<file path="config.mk">
export PLATFORM = sky130hd
export DESIGN_NAME = sha2_core_flat
export DESIGN_NICKNAME = d
export VERILOG_FILES = /design/src/rtl/sha2_core_if.sv /design/src/rtl/sha2_core.sv /design/src/flat_wrapper.sv
export SDC_FILE = /design/constraint.sdc
export NUM_CORES = 2
export LEC_CHECK = 0
export ABC_CLOCK_PERIOD_IN_PS = 9900
export BUFFER_PORTS_ARGS = -buffer_cell sky130_fd_sc_hd__buf_4
export CAP_MARGIN = 20
export CORE_UTILIZATION = 40
export CTS_CLUSTER_DIAMETER = 40
export DETAILED_ROUTE_END_ITERATION = 8
export MAX_ROUTING_LAYER = met4
export PLACE_DENSITY = 0.66
export SETUP_SLACK_MARGIN = 0.3
export SLEW_MARGIN = 40
export SYNTH_ARGS = -nofsm -noshare
export SYNTH_HDL_FRONTEND = slang
export SYNTH_SLANG_ARGS = --single-unit
</file>
<file path="constraint.sdc">
create_clock -name clk -period 9.9 [get_ports clk]
set_input_delay 1.485 -clock clk [delete_from_list [all_inputs] [get_ports clk]]
set_output_delay 1.485 -clock clk [all_outputs]
set_load 0.005 [all_outputs]
</file>
<file path="src/rtl/sha2_core_if.sv">
// Request/response bundle for sha2_core: block request side (init/next/mode/block)
// and result side (ready/digest/digest_valid).
interface sha2_core_if;
   logic         init;
   logic         next;
   logic         mode;
   logic [511:0] block;
   logic         ready;
   logic [255:0] digest;
   logic         digest_valid;

   modport master (output init, next, mode, block,
                   input  ready, digest, digest_valid);
   modport slave  (input  init, next, mode, block,
                   output ready, digest, digest_valid);
endinterface

</file>
<file path="src/rtl/sha2_core.sv">
// SHA-256/224 block compression core, UNROLL rounds per clock (1, 2 or 4).
// Define SHA2_CORE_MODE224_EN to enable SHA-224 IV and truncated digest via bus.mode.
module sha2_core #(
   parameter int UNROLL = 1
) (
   input  logic        clk,
   input  logic        reset_n,
   sha2_core_if.slave  bus
);

   if (UNROLL != 1 && UNROLL != 2 && UNROLL != 4) begin : g_bad_unroll
      $error("sha2_core: UNROLL must be 1, 2 or 4");
   end

   typedef enum logic [1:0] {IDLE, ROUNDS, DONE} state_t;

   localparam logic [31:0] K [64] = '{
      32'h428a2f98, 32'h71374491, 32'hb5c0fbcf, 32'he9b5dba5, 32'h3956c25b, 32'h59f111f1, 32'h923f82a4, 32'hab1c5ed5,
      32'hd807aa98, 32'h12835b01, 32'h243185be, 32'h550c7dc3, 32'h72be5d74, 32'h80deb1fe, 32'h9bdc06a7, 32'hc19bf174,
      32'he49b69c1, 32'hefbe4786, 32'h0fc19dc6, 32'h240ca1cc, 32'h2de92c6f, 32'h4a7484aa, 32'h5cb0a9dc, 32'h76f988da,
      32'h983e5152, 32'ha831c66d, 32'hb00327c8, 32'hbf597fc7, 32'hc6e00bf3, 32'hd5a79147, 32'h06ca6351, 32'h14292967,
      32'h27b70a85, 32'h2e1b2138, 32'h4d2c6dfc, 32'h53380d13, 32'h650a7354, 32'h766a0abb, 32'h81c2c92e, 32'h92722c85,
      32'ha2bfe8a1, 32'ha81a664b, 32'hc24b8b70, 32'hc76c51a3, 32'hd192e819, 32'hd6990624, 32'hf40e3585, 32'h106aa070,
      32'h19a4c116, 32'h1e376c08, 32'h2748774c, 32'h34b0bcb5, 32'h391c0cb3, 32'h4ed8aa4a, 32'h5b9cca4f, 32'h682e6ff3,
      32'h748f82ee, 32'h78a5636f, 32'h84c87814, 32'h8cc70208, 32'h90befffa, 32'ha4506ceb, 32'hbef9a3f7, 32'hc67178f2
   };

   localparam logic [255:0] IV256 = {
      32'h6a09e667, 32'hbb67ae85, 32'h3c6ef372, 32'ha54ff53a,
      32'h510e527f, 32'h9b05688c, 32'h1f83d9ab, 32'h5be0cd19
   };

   function automatic logic [31:0] rotr(input logic [31:0] x, input int n);
      return (x >> n) | (x << (32 - n));
   endfunction

   function automatic logic [31:0] sig0(input logic [31:0] x);
      return rotr(x, 7) ^ rotr(x, 18) ^ (x >> 3);
   endfunction

   function automatic logic [31:0] sig1(input logic [31:0] x);
      return rotr(x, 17) ^ rotr(x, 19) ^ (x >> 10);
   endfunction

   // Working state packed as {a,b,c,d,e,f,g,h}, a in the top word.
   function automatic logic [255:0] round_f(input logic [255:0] s, input logic [31:0] k,
                                            input logic [31:0] w);
      logic [31:0] a, b, c, d, e, f, g, h, t1, t2;
      {a, b, c, d, e, f, g, h} = s;
      t1 = h + (rotr(e, 6) ^ rotr(e, 11) ^ rotr(e, 25)) + ((e & f) ^ (~e & g)) + k + w;
      t2 = (rotr(a, 2) ^ rotr(a, 13) ^ rotr(a, 22)) + ((a & b) ^ (a & c) ^ (b & c));
      return {t1 + t2, a, b, c, d + t1, e, f, g};
   endfunction

   state_t       state_q, state_d;
   logic [255:0] h_q, s_q, s_next, iv_sel;
   logic [31:0]  w_q [16];
   logic [31:0]  w_next [16];
   logic [6:0]   cnt_q;
   logic         dv_q, accept_init, accept_next;

   // The W window always holds W[t..t+15]; extending it by UNROLL words gives every
   // schedule word the unrolled rounds need, and the shifted tail is the next window.
   always_comb begin : round_chain
      logic [31:0]  ext [16 + UNROLL];
      logic [255:0] st;
      logic [5:0]   t;
      for (int i = 0; i < 16; i++) ext[i] = w_q[i];
      for (int u = 0; u < UNROLL; u++)
         ext[16 + u] = sig1(ext[14 + u]) + ext[9 + u] + sig0(ext[1 + u]) + ext[u];
      st = s_q;
      t  = '0;
      for (int u = 0; u < UNROLL; u++) begin
         t  = cnt_q[5:0] + 6'(u);
         st = round_f(st, K[t], ext[u]);
      end
      s_next = st;
      for (int i = 0; i < 16; i++) w_next[i] = ext[i + UNROLL];
   end

   always_comb begin
      state_d     = state_q;
      accept_init = 1'b0;
      accept_next = 1'b0;
      case (state_q)
         IDLE: begin
            if (bus.init) begin
               accept_init = 1'b1;
               state_d     = ROUNDS;
            end else if (bus.next) begin
               accept_next = 1'b1;
               state_d     = ROUNDS;
            end
         end
         ROUNDS:  if (cnt_q == 7'(64 - UNROLL)) state_d = DONE;
         DONE:    state_d = IDLE;
         default: state_d = IDLE;
      endcase
   end

   always_ff @(posedge clk or negedge reset_n) begin
      if (!reset_n) state_q <= IDLE;
      else          state_q <= state_d;
   end

   always_ff @(posedge clk or negedge reset_n) begin
      if (!reset_n) begin
         h_q   <= '0;
         s_q   <= '0;
         cnt_q <= '0;
         dv_q  <= 1'b0;
         for (int i = 0; i < 16; i++) w_q[i] <= '0;
      end else begin
         case (state_q)
            IDLE: begin
               if (accept_init || accept_next) begin
                  if (accept_init) begin
                     h_q <= iv_sel;
                     s_q <= iv_sel;
                  end else begin
                     s_q <= h_q;
                  end
                  cnt_q <= '0;
                  dv_q  <= 1'b0;
                  for (int i = 0; i < 16; i++) w_q[i] <= bus.block[511 - 32*i -: 32];
               end
            end
            ROUNDS: begin
               s_q   <= s_next;
               w_q   <= w_next;
               cnt_q <= cnt_q + 7'(UNROLL);
            end
            DONE: begin
               for (int i = 0; i < 8; i++) h_q[32*i +: 32] <= h_q[32*i +: 32] + s_q[32*i +: 32];
               dv_q <= 1'b1;
            end
            default: ;
         endcase
      end
   end

`ifdef SHA2_CORE_MODE224_EN
   localparam logic [255:0] IV224 = {
      32'hc1059ed8, 32'h367cd507, 32'h3070dd17, 32'hf70e5939,
      32'hffc00b31, 32'h68581511, 32'h64f98fa7, 32'hbefa4fa4
   };
   logic mode_q;

   always_ff @(posedge clk or negedge reset_n) begin
      if (!reset_n)         mode_q <= 1'b0;
      else if (accept_init) mode_q <= bus.mode;
   end

   assign iv_sel     = bus.mode ? IV224 : IV256;
   assign bus.digest = mode_q ? {h_q[255:32], 32'h0} : h_q;
`else
   logic unused_mode;
   assign unused_mode = bus.mode;
   assign iv_sel      = IV256;
   assign bus.digest  = h_q;
`endif

   assign bus.ready        = (state_q == IDLE);
   assign bus.digest_valid = dv_q;

endmodule

</file>
<file path="src/flat_wrapper.sv">
// flat-port wrapper written by rule: the top's interface ports become plain ports
module sha2_core_flat 
#(
   parameter int UNROLL = 1
)
  (clk, reset_n, bus_init, bus_next, bus_mode, bus_block, bus_ready, bus_digest, bus_digest_valid);
  sha2_core_if bus_i ();
  input  logic clk;
  input  logic reset_n;
  input wire logic [$bits(bus_i.init)-1:0] bus_init;
  input wire logic [$bits(bus_i.next)-1:0] bus_next;
  input wire logic [$bits(bus_i.mode)-1:0] bus_mode;
  input wire logic [$bits(bus_i.block)-1:0] bus_block;
  output wire logic [$bits(bus_i.ready)-1:0] bus_ready;
  output wire logic [$bits(bus_i.digest)-1:0] bus_digest;
  output wire logic [$bits(bus_i.digest_valid)-1:0] bus_digest_valid;
  assign bus_i.init = bus_init;
  assign bus_i.next = bus_next;
  assign bus_i.mode = bus_mode;
  assign bus_i.block = bus_block;
  assign bus_ready = bus_i.ready;
  assign bus_digest = bus_i.digest;
  assign bus_digest_valid = bus_i.digest_valid;
  sha2_core #(.UNROLL(UNROLL)) u_core (.clk(clk), .reset_n(reset_n), .bus(bus_i));
endmodule
</file>
==> impl_metrics.toml <==
[run_status]
status = "finished, final reports clean"

[synth]
synth_xor_xnor_area_share_pct = 6.86
yosys_warnings = 0
synth-main-ff-cell = "sky130_fd_sc_hd__dfrtp_1"
post_synth_instance_area_um2 = 71500
yosys.area_share.simple_pct = 18.0
synth_area_per_cell_um2 = 8.32
synthesized_area_fraction_occupied_by_ao_oa_aoi_and_oai_cells_pct = 20.9
sequential_share_of_the_synthesized_area_pct = 36.2
synth.area.mux_share_pct = 0.871
post_synthesis_cell_count = 8596
synth-edff-count = 0
nets_in_the_synthesized_netlist = 9698
synth_async_sr_flop_share_pct = 100
yosys_register_bits = 1034
synth_cell_type_count = 91
largest_family_of_logic_cells_by_synthesized_area = "compound AO/OA/AOI/OAI gates"
synthAdderAreaFrac_pct = 12.6

[timing]
fmax_mhz = 111
totalNegativeSetupSlack_ns = 0
number_of_pins_with_negative_max_slew_slack_in_the_final_report = 0
tightest_slew_margin_relative_to_the_limit_pct = 37.5
setup_viol_count_final = 0
rsz0062_at_grt = "true"
timing.final.crit_share_pct = 91.3
period_minus_slack_ns = 9.04
clk_skew_ns = 0.0689
worst_pin_slew_ns = 0.927
finalHoldViolations = 0

[grt]
grt_first_pass_wirelength_um = 452000
antenna_violations_before_repair = 26
grt_max_degree = 243
first_global_vias = 66000
track_usage_pct = 35.0
grt.overflow.total = 0

[setup_path]
cp_slowest_stage_delay_ns = 0.63
path_buf_inv = 7
criticalPathCategory = "reg2reg"
timing.critical_path.fanout_max = 13
crit_family = "adder cells"
worst_setup_ep_type = "flop"
critical_path.startpoint_type = "flop"
arrival_ns = 9.73
cpMaxStageDelayCell = "sky130_fd_sc_hd__mux4_2"
critPathRequiredTime_ns = 10.59

[die]
dieArea_um2 = 181000
floorplan.die.width_um = 425
fp-row-count = 154
boundaryPins = 775
die_y_um = 425
starting_density_of_the_core_pct = 40.4
design.core.area_um2 = 177000

[clock_tree]
clkTransAtPathRegs_ns = 0.05
clkLatencyLatePin_ns = 0.88
cts_max_level = 4
tritoncts = "yes"
tritoncts.num_buffers = 195
hold_bufs_inserted_after_cts = 0
clock_sink_count = 1034
max-clock-path-buffers = 3
clock_tree.root_cell = "sky130_fd_sc_hd__clkbuf_16"

[placement]
placement.io_buffers = 773
hpwl_um = 237000
global_placer_s_final_weighted_congestion = 1.00

[flow_run]
cap_violations = 0

[routing]
drt_pre_antenna_iters = 6
routed_wire_length_per_instance_um = 26.5
highest_layer = "met4"
drc = 0
met3RoutedLength_um = 24800
drt-vias-per-instance = 5.85
met2_length_um = 146000
drt_wl_total_um = 315000
route.layer.met1.wl_um = 124000
final_antenna_net_count = 0
initialDrtViolationCount = 7186
dr_total_vias = 69400

[finish]
drive_above_1_share_pct = 16.7
syn_to_final_growth_pct = 23.6
num-nets-final = 10400

[worst_hold_path]
hold_path_class = "reg2reg"
Yosys cell counts, types with 28 or more instances:
master	count	area, µm²
sky130_fd_sc_hd__nor2b_1	46	288
sky130_fd_sc_hd__a21oi_1	498	2490
sky130_fd_sc_hd__dfrtp_1	1034	25900
sky130_fd_sc_hd__o21ai_0	577	2890
sky130_fd_sc_hd__a21o_1	152	1140
sky130_fd_sc_hd__ha_1	390	4880
sky130_fd_sc_hd__a31oi_1	606	3790
sky130_fd_sc_hd__nor2_1	940	3530
sky130_fd_sc_hd__nand4_1	28	175
sky130_fd_sc_hd__clkbuf_1	570	2140
sky130_fd_sc_hd__o21bai_1	43	323
sky130_fd_sc_hd__nand3_1	170	851
sky130_fd_sc_hd__inv_1	265	995
sky130_fd_sc_hd__o211ai_1	50	375
sky130_fd_sc_hd__nand2b_1	78	488
sky130_fd_sc_hd__nor3_1	72	360
sky130_fd_sc_hd__o21a_1	57	428
sky130_fd_sc_hd__nand2_1	1496	5620
sky130_fd_sc_hd__xor2_1	185	1620
sky130_fd_sc_hd__or3_1	124	776
sky130_fd_sc_hd__a211oi_1	63	473
sky130_fd_sc_hd__xnor2_1	375	3280
sky130_fd_sc_hd__o22ai_1	48	300
sky130_fd_sc_hd__fa_1	195	3900
sky130_fd_sc_hd__o31ai_1	37	278
sky130_fd_sc_hd__a22oi_1	31	233
layout make-up:
class                      count  area, µm²
tap                         2340       2930
sequential                  1034      25900
clock inverter               140       1800
antenna                       25       62.6
inverter                     269       1010
multi-input combinational   6694      42500
clock buffer                 225       5140
fill                       16800      88500
timing repair buffer        1137       9110
through the flow:
step	worst slack [ns]	utilization (%)	cell area, µm²	hold slack [ns]	std cells
3_5_place_dp	0.877	45.9	81100	0.464	11500
2_1_floorplan	1.63	-	71500	0.438	8596
4_1_cts	0.756	49.8	88100	0.464	11800
3_3_place_gp	0.842	45.8	81000	0.448	11500
5_1_grt	0.261	50.0	88400	0.489	11900
6_report	0.860	50.0	88400	0.471	11900
worst reg2reg max path: cells and delay by family (launching register included):
family / cells / cell delay, ns
muxes: 1 / 0.63
AOI/OAI and AO/OA: 13 / 2.10
buffers and inverters: 7 / 1.54
xor gates and xnor gates: 2 / 0.34
adders and majority gates: 7 / 2.81
DFF: 1 / 0.34
and+or+nand+nor: 8 / 1.12
final timing paths:
check | from | to | slack (ns) | cells after the start
max in group asynchronous | reset_n | u_core.round_chain.ext[285] | 7.24 | 4
hold reg to reg | u_core.cnt_q[6] | u_core.state_q[1] | 0.47 | 1
hold / removal | u_core.cnt_q[6] | u_core.state_q[1] | 0.47 | 1
setup reg to reg | u_core.cnt_q[2] | u_core.s_q[248] | 0.86 | 38
min in group asynchronous | reset_n | u_core.bus.digest[172] | 0.60 | 1
setup / recovery | u_core.cnt_q[2] | u_core.s_q[248] | 0.86 | 38
placed cells by master, fill, tap and decap left out, types with 265 or more instances in the layout:
cell                      instances
sky130_fd_sc_hd__nand2_1       1495
sky130_fd_sc_hd__buf_4         1095
sky130_fd_sc_hd__dfrtp_1       1032
sky130_fd_sc_hd__nor2_1         936
sky130_fd_sc_hd__a31oi_1        606
sky130_fd_sc_hd__o21ai_0        574
sky130_fd_sc_hd__a21oi_1        498
sky130_fd_sc_hd__ha_1           390
sky130_fd_sc_hd__xnor2_1        375
sky130_fd_sc_hd__inv_1          265
state kept, by name, indices dropped and copies added (netlist names):
name	count
u_core.bus.digest	256
u_core.bus.digest_valid	1
u_core.cnt_q	7
u_core.round_chain.ext	512
u_core.s_q	256
u_core.state_q	2
layer usage:
| layer | up-vias | GRT usage (%) |
|---|---|---|
| li1 | 31600 | - |
| met1 | 33900 | 43.2 |
| met2 | 3165 | 54.5 |
| met3 | 703 | 6.44 |
| met4 | 0 | 18.5 |
| met5 | - | - |
cell families after synthesis:
group | Yosys count
xor+xnor | 560
mux | 52
fa+ha+maj | 607
flops | 1034
simple gates | 3072
compound gates | 2403
buf+inv | 868
what timing repair did:
item	in CTS	in global routing
buffers inserted	0	0
setup endpoints to repair	0	4
resized for setup	0	3
Power is left out: the tool's default activity adds up to more than one toggle a clock period on the data nets, which glitch-free logic cannot reach.
